==> config.mk <==
export PLATFORM = sky130hd
export DESIGN_NAME = seq_decoder
export DESIGN_NICKNAME = d
export VERILOG_FILES = /design/src/rtl/seq_decoder.sv
export SDC_FILE = /design/constraint.sdc
export NUM_CORES = 1
export LEC_CHECK = 0
export ABC_AREA = 1
export CORE_MARGIN = 4
export CORE_UTILIZATION = 55
export DETAILED_ROUTE_END_ITERATION = 8
export GPL_TIMING_DRIVEN = 1
export PLACE_DENSITY = 0.83
export SETUP_SLACK_MARGIN = 0.3
export SLEW_MARGIN = 20
export SYNTH_ARGS = -nofsm -noshare
export SYNTH_HDL_FRONTEND = slang
export SYNTH_SLANG_ARGS = --single-unit
==> constraint.sdc <==
create_clock -name clk -period 2.9 [get_ports clk]
set_clock_uncertainty 0.05 [all_clocks]
set_input_delay 0.58 -clock clk [delete_from_list [all_inputs] [get_ports clk]]
set_output_delay 0.58 -clock clk [all_outputs]
set_load 0.005 [all_outputs]
==> src/rtl/seq_decoder.sv <==
// Multi-cycle instruction sequencer: fetches an instruction (plus an optional immediate word),
// executes control flow and a return-address stack, and issues register/data-memory strobes.
module seq_decoder #(
  parameter int DATA_W    = 16,
  parameter int PC_W      = 16,
  parameter int RAS_DEPTH = 8
) (
  input  logic              clk,
  input  logic              rst_n,
  output logic              imem_req,
  output logic [PC_W-1:0]   imem_addr,
  input  logic              imem_ack,
  input  logic [DATA_W-1:0] imem_rdata,
  input  logic [DATA_W-1:0] rddata,
  input  logic [DATA_W-1:0] rsdata,
  input  logic              jump,
  output logic              dmem_req,
  output logic              dmem_we,
  input  logic              dmem_ack,
  output logic              rd_wen,
  output logic [2:0]        giantmux_sel,
  output logic [DATA_W-1:0] instr_q,
  output logic [DATA_W-1:0] n_q,
  output logic [PC_W-1:0]   pc,
  output logic              halted,
  output logic              ras_err
);

  localparam int RP_W  = $clog2(RAS_DEPTH);
  localparam int CNT_W = RP_W + 1;

  typedef enum logic [2:0] {FETCH, FETCH_N, EXEC, MEM_WAIT, HALT} state_t;

  state_t            state_q, state_d;
  logic [PC_W-1:0]   pc_q, pc_d;
  logic [PC_W-1:0]   ras_mem [RAS_DEPTH];
  logic [RP_W-1:0]   ras_top_q;
  logic [CNT_W-1:0]  ras_cnt_q;
  logic              ras_err_q;
  logic              ras_push, ras_pop, ras_full, ras_empty;
  logic              dmem_req_c;
  logic [4:0]        op, fetch_op;
  logic              unused_ok;

  assign unused_ok = ^{rsdata, rddata};

  // Immediate flag is the opcode LSB, so it is folded into the opcode tests below.
  function automatic logic needs_n(input logic [4:0] o);
    return (o == 5'b00001) || (o == 5'b00101) || ((o[4:3] == 2'b01) && o[0]);
  endfunction

  assign op        = instr_q[DATA_W-1:DATA_W-5];
  assign fetch_op  = imem_rdata[DATA_W-1:DATA_W-5];
  assign ras_full  = (ras_cnt_q == CNT_W'(RAS_DEPTH));
  assign ras_empty = (ras_cnt_q == '0);

  always_comb begin
    state_d      = state_q;
    pc_d         = pc_q;
    ras_push     = 1'b0;
    ras_pop      = 1'b0;
    rd_wen       = 1'b0;
    giantmux_sel = 3'b000;
    dmem_req_c   = 1'b0;
    case (state_q)
      FETCH: if (imem_ack) begin
        pc_d    = pc_q + PC_W'(1);
        state_d = needs_n(fetch_op) ? FETCH_N : EXEC;
      end
      FETCH_N: if (imem_ack) begin
        pc_d    = pc_q + PC_W'(1);
        state_d = EXEC;
      end
      EXEC: begin
        state_d = FETCH;
        casez (op)
          5'b00000: ;
          5'b00001: begin
            ras_push = 1'b1;
            pc_d     = n_q[PC_W-1:0];
          end
          5'b0001?: if (jump) pc_d = pc_q + PC_W'(instr_q[1:0]) + PC_W'(1);
          5'b00100: pc_d = rddata[PC_W-1:0];
          5'b00101: pc_d = n_q[PC_W-1:0];
          5'b010??, 5'b110?0: begin
            rd_wen       = 1'b1;
            giantmux_sel = 3'b100;
          end
          5'b0110?: begin
            rd_wen       = 1'b1;
            giantmux_sel = 3'b101;
          end
          5'b0111?: begin
            rd_wen       = 1'b1;
            giantmux_sel = {1'b0, op[0], 1'b0};
          end
          5'b100??: begin
            dmem_req_c = 1'b1;
            state_d    = MEM_WAIT;
          end
          5'b11100: begin
            ras_pop = 1'b1;
            pc_d    = ras_empty ? rddata[PC_W-1:0] : ras_mem[ras_top_q];
          end
          default: state_d = HALT;
        endcase
      end
      MEM_WAIT: begin
        dmem_req_c = 1'b1;
        if (dmem_ack) begin
          if (!op[1]) begin
            rd_wen       = 1'b1;
            giantmux_sel = 3'b110;
          end
          state_d = FETCH;
        end
      end
      HALT: ;
      default: state_d = FETCH;
    endcase
  end

  // Fetch request is gated by rst_n so it drops the instant reset asserts.
  assign imem_req  = rst_n && ((state_q == FETCH) || (state_q == FETCH_N));
  assign imem_addr = imem_req ? pc_q : '0;
  assign dmem_req  = dmem_req_c;
  assign dmem_we   = dmem_req_c && op[1];
  assign halted    = (state_q == HALT);
  assign pc        = pc_q;
  assign ras_err   = ras_err_q;

  always_ff @(posedge clk or negedge rst_n) begin
    if (!rst_n) begin
      state_q   <= FETCH;
      pc_q      <= '0;
      instr_q   <= '0;
      n_q       <= '0;
      ras_top_q <= '0;
      ras_cnt_q <= '0;
      ras_err_q <= 1'b0;
    end else begin
      state_q <= state_d;
      pc_q    <= pc_d;
      if (state_q == FETCH && imem_ack) instr_q <= imem_rdata;
      if (state_q == FETCH_N && imem_ack) n_q <= imem_rdata;
      // A push onto a full stack wraps the top pointer over the oldest entry.
      if (ras_push) begin
        ras_top_q <= ras_top_q + RP_W'(1);
        if (ras_full) ras_err_q <= 1'b1;
        else          ras_cnt_q <= ras_cnt_q + CNT_W'(1);
      end
      if (ras_pop) begin
        if (ras_empty) begin
          ras_err_q <= 1'b1;
        end else begin
          ras_top_q <= ras_top_q - RP_W'(1);
          ras_cnt_q <= ras_cnt_q - CNT_W'(1);
        end
      end
    end
  end

  always_ff @(posedge clk) begin
    if (ras_push) ras_mem[ras_top_q + RP_W'(1)] <= pc_q;
  end

endmodule

# Word-level counts from Yosys, hierarchy flattened
# Memory sizes are Yosys's and may differ from the RTL's.
# Index checks and enable logic that the tools add are counted.
totals:
  register_bits: 59
  ram_bits: 128
  out_inout_bits: 73
  word_cells: 98
  mem_count: 1
mem_list:
  columns: ["name", "words", "word_bits", "read_ports", "rd_clocked_by_memory_dff", "wr", "line", "source"]
  rows:
  - ["ras_mem", 8, 16, 1, 0, 1, "36", "logic [PC_W-1:0] ras_mem [RAS_DEPTH];"]
op_classes:
  n_addsub: 7
  eq_ne: 24
  muxes: 39
  bitwise: 1
  n_reduce_logical: 19
ops:
  columns: ["cell", "n"]
  rows:
  - ["$mux 16", 4]
  - ["$pmux 16 s4", 1]
  - ["$add 16x1->16 const B", 2]
  - ["$pmux 16 s2", 1]
  - ["$mux 3", 8]
  - ["$add 16x2->16", 1]
  - ["$mux 4", 4]
  - ["$eq 5x3->1 const B", 3]
  - ["$pmux 3 s5", 1]
  - ["$mux 1", 14]
  - ["$pmux 3 s2", 2]
  - ["$eq 5x1->1 const B", 2]
  - ["$reduce_or 10->1", 1]
  - ["$eq 3x2->1 const B", 3]
  - ["$pmux 3 s3", 1]
  - ["$eq 4x3->1 const B", 2]
  - ["$eq 4x4->1 const B", 2]
  - ["$reduce_and 4->1", 2]
  - ["$eq 3x3->1 const B", 2]
  - ["$ne 2x2->1 const B", 3]
  - ["$reduce_or 2->1", 3]
  - ["$eq 5x5->1 const B", 1]
  - ["$logic_and 1x1->1", 5]
  - ["$logic_not 5->1", 1]
  - ["18 further kinds", 21]

# Depth between registers and ports, before layout
# Gate-level depths: netlist (run 1).
logic_depth:
  depth_word: 6
  mapped_depth: 12
  depth_no_buf: 12

# Least setup slack after synthesis (run 1)
# Ideal clock, no wire load.
synth_timing:
  kind: "reg-to-reg"
  start: "register ras_top_q[0]"
  end: "memory ras_mem[0][0], enable pin"
  setup_time_ns: 0.388
  t_arrival_ns: 1.979
  required_time_ns: 2.462
  slack_ns: 0.482
  path_stages_with_launch: 8
  path_buffers: 2
  cell_sequence: "dfrtp_1 inv_1 buf_2 buf_2 ha_1 inv_1 nand2_1 nor2_1"
synth_between:
  elab_chain_len: 1
synth_rtl:
  columns: ["item", "line", "source"]
  rows:
  - ["start, declared", "37", "logic [RP_W-1:0] ras_top_q;"]
  - ["start signal, assigned", "148", "ras_top_q <= ras_top_q + RP_W'(1);"]
  - ["start signal, assigned", "156", "ras_top_q <= ras_top_q - RP_W'(1);"]
  - ["$add 3x1->3", "164", "if (ras_push) ras_mem[ras_top_q + RP_W'(1)] <= pc_q;"]
  - ["end, declared", "36", null]
# No other way between the ends.

# Worst setup path in the final report (run 1)
layout_timing:
  start: "register instr_q[13]"
  end: "output port rd_wen"
layout_between:
  elab_chain_len: 4
  word_cells_on_any_way: 7
layout_rtl:
  columns: ["item", "line", "source"]
  rows:
  - ["start, declared", "22", "output logic [DATA_W-1:0] instr_q,"]
  - ["start signal, assigned", "144", "if (state_q == FETCH && imem_ack) instr_q <= imem_rdata;"]
  - ["$eq 4x3->1 (tied with other cells)", "76", "casez (op)"]
  - ["$reduce_or 4->1 (no source line) (*)", null, null]
  - ["$mux 1 (*)", "76", null]
  - ["$pmux 1 s2 (*)", "65", "case (state_q)"]
  - ["end, declared", "20", "output logic rd_wen,"]
# Mark *: on every way between the ends. The rest lies on a longest branch, timed or not.

==> impl_metrics.env, run 1 <==
export IMPL_synth_seq_cells=187
export IMPL_start_util_pct=55.7
export IMPL_final_cell_mix="178 x nand2_1, 159 x nor2_1, 128 x edfxtp_1"
export IMPL_critPathRequiredTime_ps=2270
export IMPL_cts_buffer_depth=2
export IMPL_min_path_type="primary input to asynchronous set/reset pin"
export IMPL_dieHeight_um=137
export IMPL_vias=7701
export IMPL_synth_edf_count=128
export IMPL_cts_htree_levels=4
export IMPL_root_buffer="clkbuf_16"
export IMPL_finalCriticalPeriod_ps=2560
export IMPL_clk_insertion_delay_late_ps=440
export IMPL_hold_viol=0
export IMPL_cts_buffers=17
export IMPL_portBuffers=109
export IMPL_async_flop_share_pct=31.6
export IMPL_max_cap_viol_count=0
export IMPL_dp_hpwl_mm=15.7
export IMPL_wirelength_mm=25.1
export IMPL_track_usage_pct=26.7
export IMPL_vdd_drop_max_mv=0.666
export IMPL_critPathKind="flop to primary output"
export IMPL_die_x_um=137
export IMPL_place_gp_congestion=0.937
export IMPL_antenna_found_initial=0
export IMPL_powerDensity_nw_per_um2=1000
export IMPL_dieArea_sq_um=18900
export IMPL_syn_area_sq_um=9210
export IMPL_first_iter_violations=927
export IMPL_dp_cells=1300
export IMPL_rr_startpoint="state_q[2]"
export IMPL_synth_seq_area_share_pct=57.8
export IMPL_hold_buffers=0
export IMPL_drive_gt1_share_pct=13.4
export IMPL_status="completed"
export IMPL_ys_types=44
export IMPL_num_antenna_cells=0
export IMPL_gr_total_overflow=0
export IMPL_setup_viol=0
export IMPL_synthToLayoutAreaGrowth_pct=23.1
export IMPL_rsz0062_at_grt="yes"
export IMPL_ios=126
export IMPL_slew_headroom_pct=47.4
export IMPL_fin_cells=1345
export IMPL_final_common_cell="nand2_1"
export IMPL_syn_num_nets=1043
export IMPL_grt_pass1_wl_mm=38.4
export IMPL_yosysWarningCount=0
export IMPL_drc_errors=0
export IMPL_grt_max_degree=60
export IMPL_ant_nets=0
export IMPL_wl_per_cell_um=18.7
export IMPL_path_max_fanout=3
export IMPL_startpoint_type="flop"
export IMPL_max_freq_ghz=0.391
export IMPL_placementRows=47
export IMPL_clock_sinks=187
export IMPL_cts_tree="done"
export IMPL_core_area_sq_um=16500
export IMPL_synth_cells=982
export IMPL_grt_pass1_vias=7401
export IMPL_drv_slew=0
export IMPL_via_per_inst=5.73
export IMPL_syn_area_per_cell_sq_um=9.38
export IMPL_crit_path_end_kind="primary output"
export IMPL_ys_flop_type="edfxtp_1"
export IMPL_reg2reg_slack_ps=450
export IMPL_fin_crit_sh_pct=88.2
export IMPL_leakagePower_uw=0.00452
export IMPL_dr_pass1_iters=5
export IMPL_clk_pin_slew_ps=70
export IMPL_r2r_end="ras_mem[3][2]"
export IMPL_rr_worst_depth=10
export IMPL_arrival_ps=1930
export IMPL_fin_tns_setup_ps=0
export IMPL_fillCellCount=1120
export IMPL_worst_pin_slew_ps=788
export IMPL_nets=1173
==> per-layer routing <==
| layer | track usage [%] | up-vias | share of wire (%) |
|---|---|---|---|
| li1 | - | 3553 | - |
| met1 | 33.6 | 3628 | 39 |
| met2 | 44.0 | 438 | 49 |
| met3 | 7.52 | 82 | 9.4 |
| met4 | 10.1 | 0 | 2.8 |
| met5 | 0 | - | 0 |
==> through the flow <==
| stage | hold slack, ps | cell area (sq um) | total power, uW | util, % | setup WS (ps) |
|---|---|---|---|---|---|
| 5_1_grt | 418 | 11300 | 12000 | 68.6 | 257 |
| 3_5_place_dp | 429 | 10600 | 8790 | 64.1 | 285 |
| 2_1_floorplan | 234 | 9210 | 6970 | - | 482 |
| 4_1_cts | 340 | 11300 | 11100 | 68.2 | 300 |
| 6_report | 370 | 11300 | 11400 | 68.6 | 342 |
| 3_3_place_gp | 416 | 10600 | 8640 | 64.1 | 328 |
==> where the power goes <==
group,total [uW],leakage (uW),internal (uW),switching [uW]
Clock,2200,0.000266,1130,1070
Combinational,5120,0.00239,2060,3060
Sequential,4030,0.00187,3520,515
==> state kept, by name, summed over array words and instances (netlist names) <==
| signal | cells |
|---|---|
| instr_q | 16 |
| n_q | 16 |
| pc | 16 |
| ras_cnt_q | 4 |
| ras_err | 1 |
| ras_mem | 128 |
| ras_top_q | 3 |
| state_q | 3 |
==> synth_stat cells, types with 8 or more instances <==
cell type  number  share of area, %
a21oi_1        34               1.8
a21oi_2         8              0.76
inv_1          79               3.2
nor2_2         11              0.75
nand3_1        67               3.6
nor2_1        162               6.6
nand2_1       180               7.3
buf_2          17              0.92
dfrtp_1        59                16
xor2_1         16               1.5
edfxtp_1      128                42
o211ai_1       21               1.7
clkbuf_1       16              0.65
o21ai_0       105               5.7
==> worst max-delay path, stage by stage (launching register included) <==
cell and delay (ps):
dfrtp_2 440, buf_4 160, inv_1 50, o211ai_1 130, nand2_1 120, inv_1 60
o21ai_0 250, dlygate4sd2_1 280
==> cell type report <==
type / count / area (sq um) / share of cell area [%]
inverters: 87 / 334 / 2.95
multi-input cells: 662 / 3380 / 29.8
flip-flops and latches: 187 / 5330 / 47.0
clock inverters: 14 / 125 / 1.10
clock buffers: 18 / 429 / 3.78
well taps: 220 / 275 / 2.43
repair buffers: 157 / 1470 / 13.0
==> logic make-up after synthesis <==
| group | after synthesis | share of synthesized area [%] |
|---|---|---|
| simple gates | 447 | 21.1 |
| compound gates | 187 | 11.7 |
| flops | 187 | 57.8 |
| buf+inv | 133 | 6.43 |
| xor+xnor | 19 | 1.81 |
| fa+ha+maj | 8 | 1.17 |
| mux | 1 | 0.109 |
==> worst max-delay path by stage <==
stage	startpoint	to	slack [ps]	depth (start not counted)
2_1_floorplan	ras_top_q[0]	ras_mem[0][0]	480	7
3_3_place_gp	dmem_ack	giantmux_sel[2]	330	5
3_5_place_dp	dmem_ack	giantmux_sel[2]	280	5
4_1_cts	pc[7]	imem_addr[7]	300	3
5_1_grt	state_q[2]	dmem_we	260	9
6_report	instr_q[13]	rd_wen	340	7
==> repair_timing <==
action | CTS | global route
endpoints found under the setup margin | 23 | 17
buffers inserted | 9 | 4
pin swaps | 3 | 2
gates resized for setup | 23 | 12
No activity file was read; power rests on OpenSTA's default activity.
==> inputs of run 2 (changes only) <==
- ABC_CLOCK_PERIOD_IN_PS: unset -> 2900
==> results of run 2 <==
Same layout as run 1: the final DEF is identical, and so are final timing and power.
